File: src/rtl/freelist_free_sched.sv
// freelist_free_sched: buffers up to two commit-time frees per cycle, drains
// one per cycle into the single-ported freelist, and gates rename allocation
// behind a flush-recovery hold while the freelist reinitialises.
module freelist_free_sched #(
  parameter int unsigned PR_BITS  = 6,
  parameter int unsigned FQ_DEPTH = 8,
  parameter int unsigned HOLD_CYC = 2
) (
  input  logic                       clk,
  input  logic                       rst,
  input  logic                       flush,
  input  logic [1:0]                 cm_free_en,
  input  logic [PR_BITS-1:0]         cm_free_reg0,
  input  logic [PR_BITS-1:0]         cm_free_reg1,
  output logic                       cm_ready,
  input  logic                       ren_req,
  output logic                       ren_gnt,
  output logic [PR_BITS-1:0]         ren_preg,
  output logic                       fl_free_en,
  output logic [PR_BITS-1:0]         fl_free_reg,
  output logic                       fl_alloc_en,
  input  logic [PR_BITS-1:0]         fl_alloc_reg,
  input  logic                       fl_alloc_valid,
  output logic [$clog2(FQ_DEPTH):0]  fq_count
);

  localparam int unsigned PW   = $clog2(FQ_DEPTH);
  localparam int unsigned CW   = PW + 1;
  localparam int unsigned HC_W = (HOLD_CYC > 1) ? $clog2(HOLD_CYC) : 1;

  typedef enum logic {
    RUN  = 1'b0,
    HOLD = 1'b1
  } state_t;

  state_t              state;
  logic [HC_W-1:0]     hold_cnt;
  logic [PW-1:0]       wr_ptr;
  logic [PW-1:0]       rd_ptr;
  logic [PR_BITS-1:0]  mem [FQ_DEPTH];

  logic                push0;
  logic                push1;
  logic                pop;

  // Commit handshake and enqueue/dequeue qualifiers; P0 is never queued
  always_comb begin
    cm_ready = (state == RUN) && ((CW'(FQ_DEPTH) - fq_count) >= CW'(2));
    push0    = cm_ready && cm_free_en[0] && (cm_free_reg0 != '0);
    push1    = cm_ready && cm_free_en[1] && (cm_free_reg1 != '0);
    pop      = (state == RUN) && (fq_count != '0);
  end

  // Rename allocation is only granted in RUN with a non-empty freelist
  always_comb begin
    ren_gnt     = ren_req && fl_alloc_valid && (state == RUN);
    fl_alloc_en = ren_gnt;
    ren_preg    = fl_alloc_reg;
  end

  // FIFO storage; slot 0 lands before slot 1 so commit order is preserved
  always_ff @(posedge clk) begin
    if (!rst && !flush) begin
      if (push0) mem[wr_ptr] <= cm_free_reg0;
      if (push1) mem[wr_ptr + PW'(push0)] <= cm_free_reg1;
    end
  end

  // Control FSM, FIFO pointers and registered freelist free port
  always_ff @(posedge clk) begin
    if (rst) begin
      state       <= RUN;
      hold_cnt    <= '0;
      wr_ptr      <= '0;
      rd_ptr      <= '0;
      fq_count    <= '0;
      fl_free_en  <= 1'b0;
      fl_free_reg <= '0;
    end else if (flush) begin
      // freelist rebuilds itself, so pending frees are simply discarded
      state      <= HOLD;
      hold_cnt   <= HC_W'(HOLD_CYC - 1);
      wr_ptr     <= '0;
      rd_ptr     <= '0;
      fq_count   <= '0;
      fl_free_en <= 1'b0;
    end else begin
      if (state == HOLD) begin
        if (hold_cnt == '0) begin
          state <= RUN;
        end else begin
          hold_cnt <= hold_cnt - HC_W'(1);
        end
      end
      wr_ptr     <= wr_ptr + PW'(push0) + PW'(push1);
      rd_ptr     <= rd_ptr + PW'(pop);
      fq_count   <= fq_count + CW'(push0) + CW'(push1) - CW'(pop);
      fl_free_en <= pop;
      if (pop) fl_free_reg <= mem[rd_ptr];
    end
  end

endmodule

File: config.mk
export PLATFORM = sky130hd
export DESIGN_NAME = freelist_free_sched
export DESIGN_NICKNAME = d
export VERILOG_FILES = /design/src/rtl/freelist_free_sched.sv
export SDC_FILE = /design/constraint.sdc
export NUM_CORES = 1
export LEC_CHECK = 0
export BUFFER_PORTS_ARGS = -buffer_cell sky130_fd_sc_hd__buf_4
export CAP_MARGIN = 20
export CORE_UTILIZATION = 47
export CTS_CLUSTER_SIZE = 10
export DETAILED_ROUTE_END_ITERATION = 10
export GPL_TIMING_DRIVEN = 0
export PLACE_DENSITY = 0.67
export SYNTH_ARGS = -nofsm -noshare
export SYNTH_HDL_FRONTEND = slang
export SYNTH_SLANG_ARGS = --single-unit
File: constraint.sdc
create_clock -name clk -period 10.65 [get_ports clk]
set_clock_uncertainty 0.05 [all_clocks]
set_input_delay 2.6625 -clock clk [delete_from_list [all_inputs] [get_ports clk]]
set_output_delay 2.6625 -clock clk [all_outputs]
set_load 0.05 [all_outputs]
Yosys cells after proc, flatten, opt, wreduce, memory -nomap -nowiden

Memory sizes are Yosys's and may differ from the RTL's. A register that Yosys moved wholly into a read port is not among the register bits.
Index checks and enable logic that the tools add are counted.

Multiplexer cells: 12
Div/mod/pow operators: 0
$mul: 0
Add/sub/neg operators: 8
Bitwise operators: 2
Shift operators: 0
Equal/unequal tests: 0
Reductions and logical operators: 17
Order comparisons: 1

Operators by type and width:

| operator                                                               | number |
|---|---|
| 1-bit two-way mux                                                      | 12 |
| 6-bit nonzero test                                                     | 2 |
| 3-bit by 1-bit adder with 3-bit output                                 | 3 |
| 1-bit logical AND                                                      | 9 |
| 4-bit by 1-bit adder with 4-bit output                                 | 2 |
| 4-bit by 2-bit >= comparator with 1-bit output (second input constant) | 1 |
| 4-bit nonzero test                                                     | 1 |
| 4-bit by 1-bit subtractor with 4-bit output                            | 1 |
| 4-bit subtractor (first input constant)                                | 1 |
| 1-bit zero test                                                        | 2 |
| 1-bit NOT                                                              | 2 |
| 2-bit AND reduction                                                    | 1 |
| 2-bit nonzero test                                                     | 1 |
| 2-bit OR reduction                                                     | 1 |
| 1-bit subtractor (second input constant)                               | 1 |

Input bits: 25
Logic and storage cells: 47
Memories kept: 1
Bits in latches: 0
Output and inout port bits: 20
Memory bits (read-only): 0
Register bits after elaboration: 13
RAM bits: 48

Memories:

| memory | depth | width | read ports | clocked after Yosys merged registers in | wr ports | line | text |
|---|---|---|---|---|---|---|---|
| mem    | 8     | 6     | 1          | 1                                       | 2        | 40   | `logic [PR_BITS-1:0] mem [FQ_DEPTH];` |

Depth between registers and ports, before layout

Gate-level depths: netlist (run 1).

Depth in word-level cells: 8
Depth in mapped cells: 15
Depth with buffers taken out: 15

Worst setup path after synthesis (run 1)

No wires, ideal clock.

Path type: input port to output port
Start: input ren_req
End: output ren_gnt
Setup slack: 4226 ps
Required time: 7938 ps
Stages: 3
Arrival: 3712 ps
Path buffers: 1
Cell sequence: nand2_1 nor2_1 buf_4

Longest elaborated chain between the ends: 2

Ends and longest elaborated chain:

| item                            | line | text |
|---|---|---|
| from (decl)                     | 16   | `input logic ren_req,` |
| 1-bit logical AND (2 in series) | 56   | `ren_gnt = ren_req && fl_alloc_valid && (state == RUN);` |
| to (decl)                       | 17   | `output logic ren_gnt,` |

Every way passes these cells.

==> results of run 1 <==
per-layer routing:
layer | wire length (microns) | track usage (%) | vias to the layer above
li1 | - | - | 1061
met3 | 366 | 3.64 | 21
met2 | 3600 | 33.9 | 66
met5 | 0 | 0 | -
met1 | 3570 | 30.8 | 1128
met4 | 286 | 12.9 | 0
power by group through the flow:
stage,combinational [mW],clock (mW),sequential (mW)
after global routing,0.259,0.222,0.313
after floorplan,0.145,0,0.343
after detailed placement,0.234,0,0.316
after global placement,0.229,0,0.316
after CTS,0.235,0.212,0.311
final,0.233,0.207,0.310
cell families (layout without fill, tap and decap cells):
group / after synthesis / after routing / share of synthesized area, %
fa+ha+maj: 15 / 15 / 5.71
compound gates: 20 / 20 / 3.70
xor+xnor: 9 / 9 / 2.22
flops: 67 / 67 / 51.4
simple gates: 52 / 52 / 9.38
mux: 66 / 66 / 24.8
buf+inv: 20 / 80 / 2.86
cells in the final DEF, fill, tap and decap left out, types with 3 or more instances in the layout:
cell type  count
buf_4         48
edfxtp_1      48
mux2_1        41
dfxtp_1       19
mux2_2        13
ha_1          13
nor2_1        12
mux4_2        12
clkbuf_8      10
inv_1          8
xnor2_1        8
clkbuf_1       8
nand2_1        7
nand3_1        6
and2_1         6
o21ai_0        6
a22o_1         6
a21oi_1        5
nand2b_1       3
area by class of cell:
type	count	area [sq um]	area share (%)
Multi-Input combinational cell	162	1620	38.8
Buffer	12	71.3	1.71
Inverter	8	30.0	0.718
Clock inverter	2	35.0	0.838
Sequential cell	67	1820	43.6
Clock buffer	14	153	3.65
Timing Repair Buffer	44	323	7.72
Tap cell	99	124	2.96
synthesized netlist by cell type:
| cell type | number |
|---|---|
| buf_4 | 7 |
| a21oi_1 | 5 |
| nand2_1 | 7 |
| nor3b_4 | 1 |
| fa_1 | 2 |
| nor2b_1 | 1 |
| nor3_2 | 1 |
| nor3_1 | 2 |
| clkbuf_1 | 4 |
| dfxtp_1 | 19 |
| mux2_1 | 41 |
| nor2_1 | 12 |
| buf_1 | 1 |
| nor4b_2 | 2 |
| xnor2_1 | 8 |
| xor2_1 | 1 |
| o31a_1 | 1 |
| ha_1 | 13 |
| nor4b_1 | 1 |
| mux2_2 | 13 |
| o21bai_1 | 2 |
| nand4b_1 | 1 |
| o21ai_0 | 6 |
| edfxtp_1 | 48 |
| or4_4 | 1 |
| nand4_1 | 1 |
| nor3_4 | 2 |
| inv_1 | 8 |
| or2_2 | 2 |
| nand2b_1 | 3 |
| a22o_1 | 6 |
| nor4_1 | 1 |
| and2_0 | 1 |
| nand3_1 | 6 |
| or4_1 | 1 |
| and2_1 | 6 |
| mux4_2 | 12 |
worst paths after layout:
| check | startpoint | endpoint | slack [ns] | cells past startpoint |
|---|---|---|---|---|
| min | hold_cnt | hold_cnt | 0.42 | 2 |
| min reg2reg | hold_cnt | hold_cnt | 0.42 | 2 |
| max | cm_free_reg0[0] | mem[2][1] | 4.49 | 10 |
| max reg2reg | fq_count[1] | mem[2][1] | 6.24 | 13 |
per-stage QoR:
| stage | std cells | hold WS (ns) |
|---|---|---|
| 2_1_floorplan | 249 | 0.394 |
| 3_3_place_gp | 386 | 0.409 |
| 3_5_place_dp | 391 | 0.412 |
| 4_1_cts | 407 | 0.423 |
| 5_1_grt | 408 | 0.443 |
| 6_report | 408 | 0.423 |
worst max-delay path: cells and delay by family:
kind                       cells  cell delay (ns)
AOI/OAI and AO/OA              2             0.81
adders and majority gates      2             0.41
xor gates and xnor gates       1             0.57
and+or+nand+nor                3             1.28
buffers and inverters          2             0.43
==> PnR_summary.wiki, run 1 <==
{| class="wikitable"
! Metric !! Value
|-
| Count of final hold-check violations || 0
|-
| Total CTS buffers || 9
|-
| Estimated wirelength of the detail-placed design || between 5000 and 6000 microns
|-
| Worst endpoint required time || approximately 11 ns
|-
| Fill cell count || between 600 and 700
|-
| Cell with the largest stage delay on the worst path || xnor2_1
|-
| Top fanout value on the critical path || 9
|-
| Crit path cell chain || buf_4, or4_1, o31a_1, and2_1, ha_1, ha_1, xnor2_1, nand3_1, o21ai_0, buf_4
|-
| Number of antenna violations at the first check in global routing || 0
|-
| Setup WS post-layout || 4.49 ns
|-
| Fin crit share || 57.8%
|-
| Initial core utilization || 48.6%
|-
| Iteration-0 DRC count of the detailed router || between 100 and 150
|-
| Total internal power || a little over 0.5 mW
|-
| Pin slew with the least headroom to its limit || about 0.85 ns
|-
| Overall power of the completed layout || roughly 0.75 mW
|-
| Via count of the first global-routing pass || 2,241
|-
| Slew headroom || between 40% and 50%
|-
| Global-route wire length before repair || approximately 12,000 microns
|-
| DRC violations left || 0
|-
| Cell types with the largest area share after synthesis || edfxtp_1 (41%), mux2_1 (13%), dfxtp_1 (11%)
|-
| Cts repair resizes || 0
|-
| I/O pin total || 45
|-
| Number of vias after detailed routing || between 2,000 and 2,500
|-
| Number of buffers added on ports || 38
|-
| Clock tree from TritonCTS || built
|-
| Clock share of power || roughly 28%
|-
| Total cell area at the placement stage || approximately 4000 sq um
|-
| Average instance area after synthesis || approximately 14 sq um
|-
| Hold_buf cts || 0
|-
| Final setup violation count || 0
|-
| Root cell of the clock tree || clkbuf_8
|-
| Run status || finished clean
|-
| Bufs on Longest Clock Path || 2
|-
| Share of the synthesized area in the top cell type || roughly 41%
|-
| Number of sinks on the clock net || 67
|-
| Total wire length after detailed routing || roughly 7800 microns
|-
| Clock Latency Late Sink || between 0.3 and 0.4 ns
|-
| Element type at the critical path start || input pin
|-
| Htree depth || 3
|-
| Flip-flop count of the largest register after layout || 48
|-
| Critical Path End Type || flop
|-
| Crit path time final || 6.16 ns
|-
| Antenna diode instance count || 0
|-
| Synthesized instance count || 249
|-
| Switching power share of the total || between 30 and 40%
|-
| Design Area, Final || between 4000 and 5000 sq um
|-
| Peak clock frequency supported by timing || approximately 160 MHz
|-
| Power Dens Cells || ~180 nW/um^2
|-
| Pin count of the biggest net entering global routing || 11
|-
| Core Util, Final || 57.3%
|-
| Unique cell type count in the Yosys netlist || 37
|-
| Pleak || 1.53 nW
|-
| Leftover overflow at the end of global routing || 0
|-
| Maximum Capacitance Violations || 0
|-
| Synthesized net count || 289
|-
| Relative contribution of sequential cells to total power || between 40 and 50%
|-
| Iteration count of the initial detailed-routing pass || 4
|-
| Register bit total from synthesis || between 60 and 70
|-
| Area of the die || about 7900 sq um
|-
| Global Route Usage Sum || between 20% and 30%
|-
| Final setup TNS || 0 ns
|-
| Library cell occupying the most area in the post-synthesis netlist || edfxtp_1
|-
| Area Growth Syn to Fin || 17.9%
|-
| Area of the core region || 7290 sq um
|-
| Mean number of vias per cell || 5.58
|-
| Placement Setup Slack || 4.14 ns
|-
| Critical Setup Path Class || in -> reg
|-
| Remaining antenna violation count after routing || 0
|-
| Number of max-slew violations in the final report || 0
|-
| Hold/Removal Path Class || reg -> reg
|-
| Register area share after synthesis || 51.4%
|-
| Y dimension of the die || 88.9 microns
|-
| Data arrival time of the critical path || 6.17 ns
|-
| Syn Std Cell Area || roughly 3500 sq um
|-
| Maximum vdd ir drop || around 0.13 mV
|-
| Average wire per cell in the routed design || between 15 and 20 microns
|-
| Delay of the slowest cell on the worst path || approximately 0.57 ns
|-
| Unrepaired setup endpoints after global routing || false
|-
| NumNets Final || around 340
|-
| Routability cong. || 0.778
|-
| Clock transition at the register clock pins on the worst setup and hold paths after CTS || around 0.07 ns
|-
| Psw || ~0.24 mW
|-
| Fraction of final layout cells with drive strength greater than 1 || 31.4%
|-
| Post-CTS Setup Repair Bufs || 0
|-
| Core Rows || 31
|-
| Portion of total power attributed to combinational logic || approximately 31%
|-
| Count of yosys warnings during synthesis || 0
|-
| Chip Width || ~89 microns
|}
Note: power is estimated with default switching activity, not from simulation.
==> inputs of run 2 (changes only) <==
PLACE_DENSITY = 0.69   (was 0.67)
clock period = 5.5 ns   (was 10.65 ns; I/O delays follow)
==> run 2 against run 1 <==
  * Flip-flop and latch count unchanged
  * Register-to-register slack got worse by 5.2 ns
  * Wire length increased by 1.1%
  * Worst hold slack improved by 0.0042 ns
  * Sequential share of layout area decreased by 0.19 points
  * Sequential power increased by 94%
  * Final area increased by 0.45%
  * Combinational power increased by 96%
  * Critical endpoint is now mem[3][3]
  * Largest cell class unchanged
  * Largest power group unchanged
==> PnR_summary.wiki, run 2 (synthesized netlist as in run 1, its figures left out) <==
{| class="wikitable"
! Metric !! Value
|-
| Placement Setup Slack || 0.266 ns (-3.87 ns)
|-
| Startpoint of the most critical register-to-register path || fq_count[1]
|-
| Number of antenna violations at the first check in global routing || 0 (unchanged)
|-
| Core Rows || 31 (unchanged)
|-
| DRC violations left || 0 (unchanged)
|-
| Reg-to-Reg End || mem[3][3]
|-
| Clock Latency Late Sink || 0.34 ns (about the same)
|-
| Flip-flop count of the largest register after layout || 48 (unchanged)
|-
| Y dimension of the die || 88.9 microns (unchanged)
|-
| Area Growth Syn to Fin || 18.4%
|-
| R2R Setup Slk || 1.07 ns (-5.17 ns)
|-
| Pleak || 1.54 nW (+0.63%)
|-
| Critical Setup Path Class || in -> reg
|-
| Area of the die || 7900 sq um (unchanged)
|-
| Final setup TNS || 0 ns (unchanged)
|-
| Met3 Track Usage GR || 3.64% (unchanged)
|-
| Fin crit share || about nine tenths
|-
| Global Route Usage Sum || 22.6% (+0.10 points)
|-
| Worst setup path start || cm_free_reg0[0]
|-
| Bufs on Longest Clock Path || 2 (unchanged)
|-
| Hold_buf cts || 0 (unchanged)
|-
| Fraction of final layout cells with drive strength greater than 1 || 31.7% (+0.32 points)
|-
| Unrepaired setup endpoints after global routing || false
|-
| Clock tree from TritonCTS || built
|-
| Worst setup path endpoint || mem[3][3]
|-
| Pin count of the biggest net entering global routing || 12 (+1)
|-
| Initial core utilization || 48.6% (unchanged)
|-
| Chip Width || 88.9 microns (unchanged)
|-
| Estimated wirelength of the detail-placed design || 5670 microns (+2.9%)
|-
| Average wire per cell in the routed design || 19.4 microns (+1.1%)
|-
| Most heavily used metal layer in global routing || met2
|-
| Peak clock frequency supported by timing || 205 MHz
|-
| Post-CTS Setup Repair Bufs || 0 (unchanged)
|-
| Count of final hold-check violations || 0 (unchanged)
|-
| Maximum Capacitance Violations || 0 (unchanged)
|-
| Area of the core region || 7290 sq um (unchanged)
|-
| Global-route wire length before repair || 12,300 microns (+0.29%)
|-
| Worst endpoint required time || 5.49 ns (-5.17 ns)
|-
| Total wire length after detailed routing || 7910 microns (+1.1%)
|-
| Number of max-slew violations in the final report || 0 (unchanged)
|-
| Hold/Removal Path Class || reg -> reg
|-
| Power Dens Cells || 352 nW/um^2 (+96%)
|-
| Iteration count of the initial detailed-routing pass || 4 (unchanged)
|-
| Maximum vdd ir drop || 0.240 mV (+78%)
|-
| Clock transition at the register clock pins on the worst setup and hold paths after CTS || 0.06 ns (about the same)
|-
| Via count of the first global-routing pass || 2,242 (+0.045%)
|-
| Element type at the critical path start || input pin
|-
| Antenna diode instance count || 0 (unchanged)
|-
| Critical Path End Type || flop
|-
| Setup WS post-layout || 0.630 ns (-3.86 ns)
|-
| Iteration-0 DRC count of the detailed router || 149 (+24%)
|-
| Remaining antenna violation count after routing || 0 (unchanged)
|-
| Fraction of met1 tracks used by global routing || 31.5% (+0.72 points)
|-
| Most frequent cells in the layout || buf_4 (48), edfxtp_1 (48), mux2_1 (41)
|-
| NumNets Final || 344 (unchanged)
|-
| Routability cong. || 0.788 (+1.2%)
|-
| Htree depth || 3 (unchanged)
|-
| Root cell of the clock tree || clkbuf_8
|-
| Number of sinks on the clock net || 67 (unchanged)
|-
| Final setup violation count || 0 (unchanged)
|-
| Cts repair resizes || 0 (unchanged)
|-
| Total CTS buffers || 9 (unchanged)
|-
| Slew headroom || 44.0% (+0.68 points)
|-
| Worst reg-to-reg path cell count || 13 (unchanged)
|-
| Pin slew with the least headroom to its limit || 0.839 ns (-0.0120 ns)
|-
| I/O pin total || 45 (unchanged)
|-
| Number of buffers added on ports || 38 (unchanged)
|-
| Run status || finished clean
|-
| Leftover overflow at the end of global routing || 0 (unchanged)
|-
| Mean number of vias per cell || 5.55 (-0.57%)
|-
| Crit path time final || just under 5 ns
|-
| Number of vias after detailed routing || 2,263 (-0.57%)
|-
| GR met2 Demand/Resource || 34.3% (+0.35 points)
|-
| Top fanout value on the critical path || 9 (unchanged)
|-
| Data arrival time of the critical path || 4.86 ns (-1.31 ns)
|}
-- run 2: cell counts in the layout (fill, tap and decap cells not counted) --
Identical to the previous run, type by type.
-- run 2: metrics by stage --
step	utilization (%)	total power, mW	cell area (sq um)	hold slack [ns]	cells
after global placement	54.3	1.05	3960	0.410	386
after CTS	57.5	1.49	4200	0.433	407
after detailed placement	54.7	1.07	3990	0.422	391
after global routing	57.6	1.56	4200	0.454	408
final	57.6	1.48	4200	0.427	408
after floorplan	-	0.946	3550	0.394	249
-- run 2: report_power, final --
part / switching (mW) / total [mW] / internal, mW / leakage, nW
Sequential: 0.0229 / 0.602 / 0.579 / 0.587
Combinational: 0.275 / 0.456 / 0.181 / 0.845
Clock: 0.175 / 0.421 / 0.246 / 0.104
-- run 2: worst min-delay path by stage --
stage | slack [ns] | endpoint | depth (start not counted) | from
detailed placement | 0.42 | fl_free_reg[2] | 1 | fl_free_reg[2]
global placement | 0.41 | hold_cnt | 2 | hold_cnt
global route | 0.45 | fl_free_reg[2] | 1 | fl_free_reg[2]
CTS | 0.43 | hold_cnt | 2 | hold_cnt
finish | 0.43 | hold_cnt | 2 | hold_cnt
floorplan | 0.39 | hold_cnt | 2 | hold_cnt
-- run 2: final cells by class --
type / count / area (sq um)
fill: 639 / 3090
inverter: 8 / 30.0
clock buffer: 14 / 173
sequential: 67 / 1820
timing repair buffer: 44 / 323
buffer: 12 / 71.3
clock inverter: 2 / 33.8
multi-input combinational: 162 / 1620
tap: 99 / 124
-- run 2: layer usage --
metal  routed length [microns]  up-vias
met5                         0        -
met4                       157        0
met3                       610       12
met2                      3810       77
met1                      3330     1115
li1                          -     1059
-- run 2: critical path: stages --
cell,delay [ns]
buf_4,0.15
or4_1,0.57
o31a_1,0.33
and2_1,0.18
ha_1,0.19
ha_1,0.22
xnor2_1,0.57
nand3_1,0.55
o21ai_0,0.45
buf_2,0.28
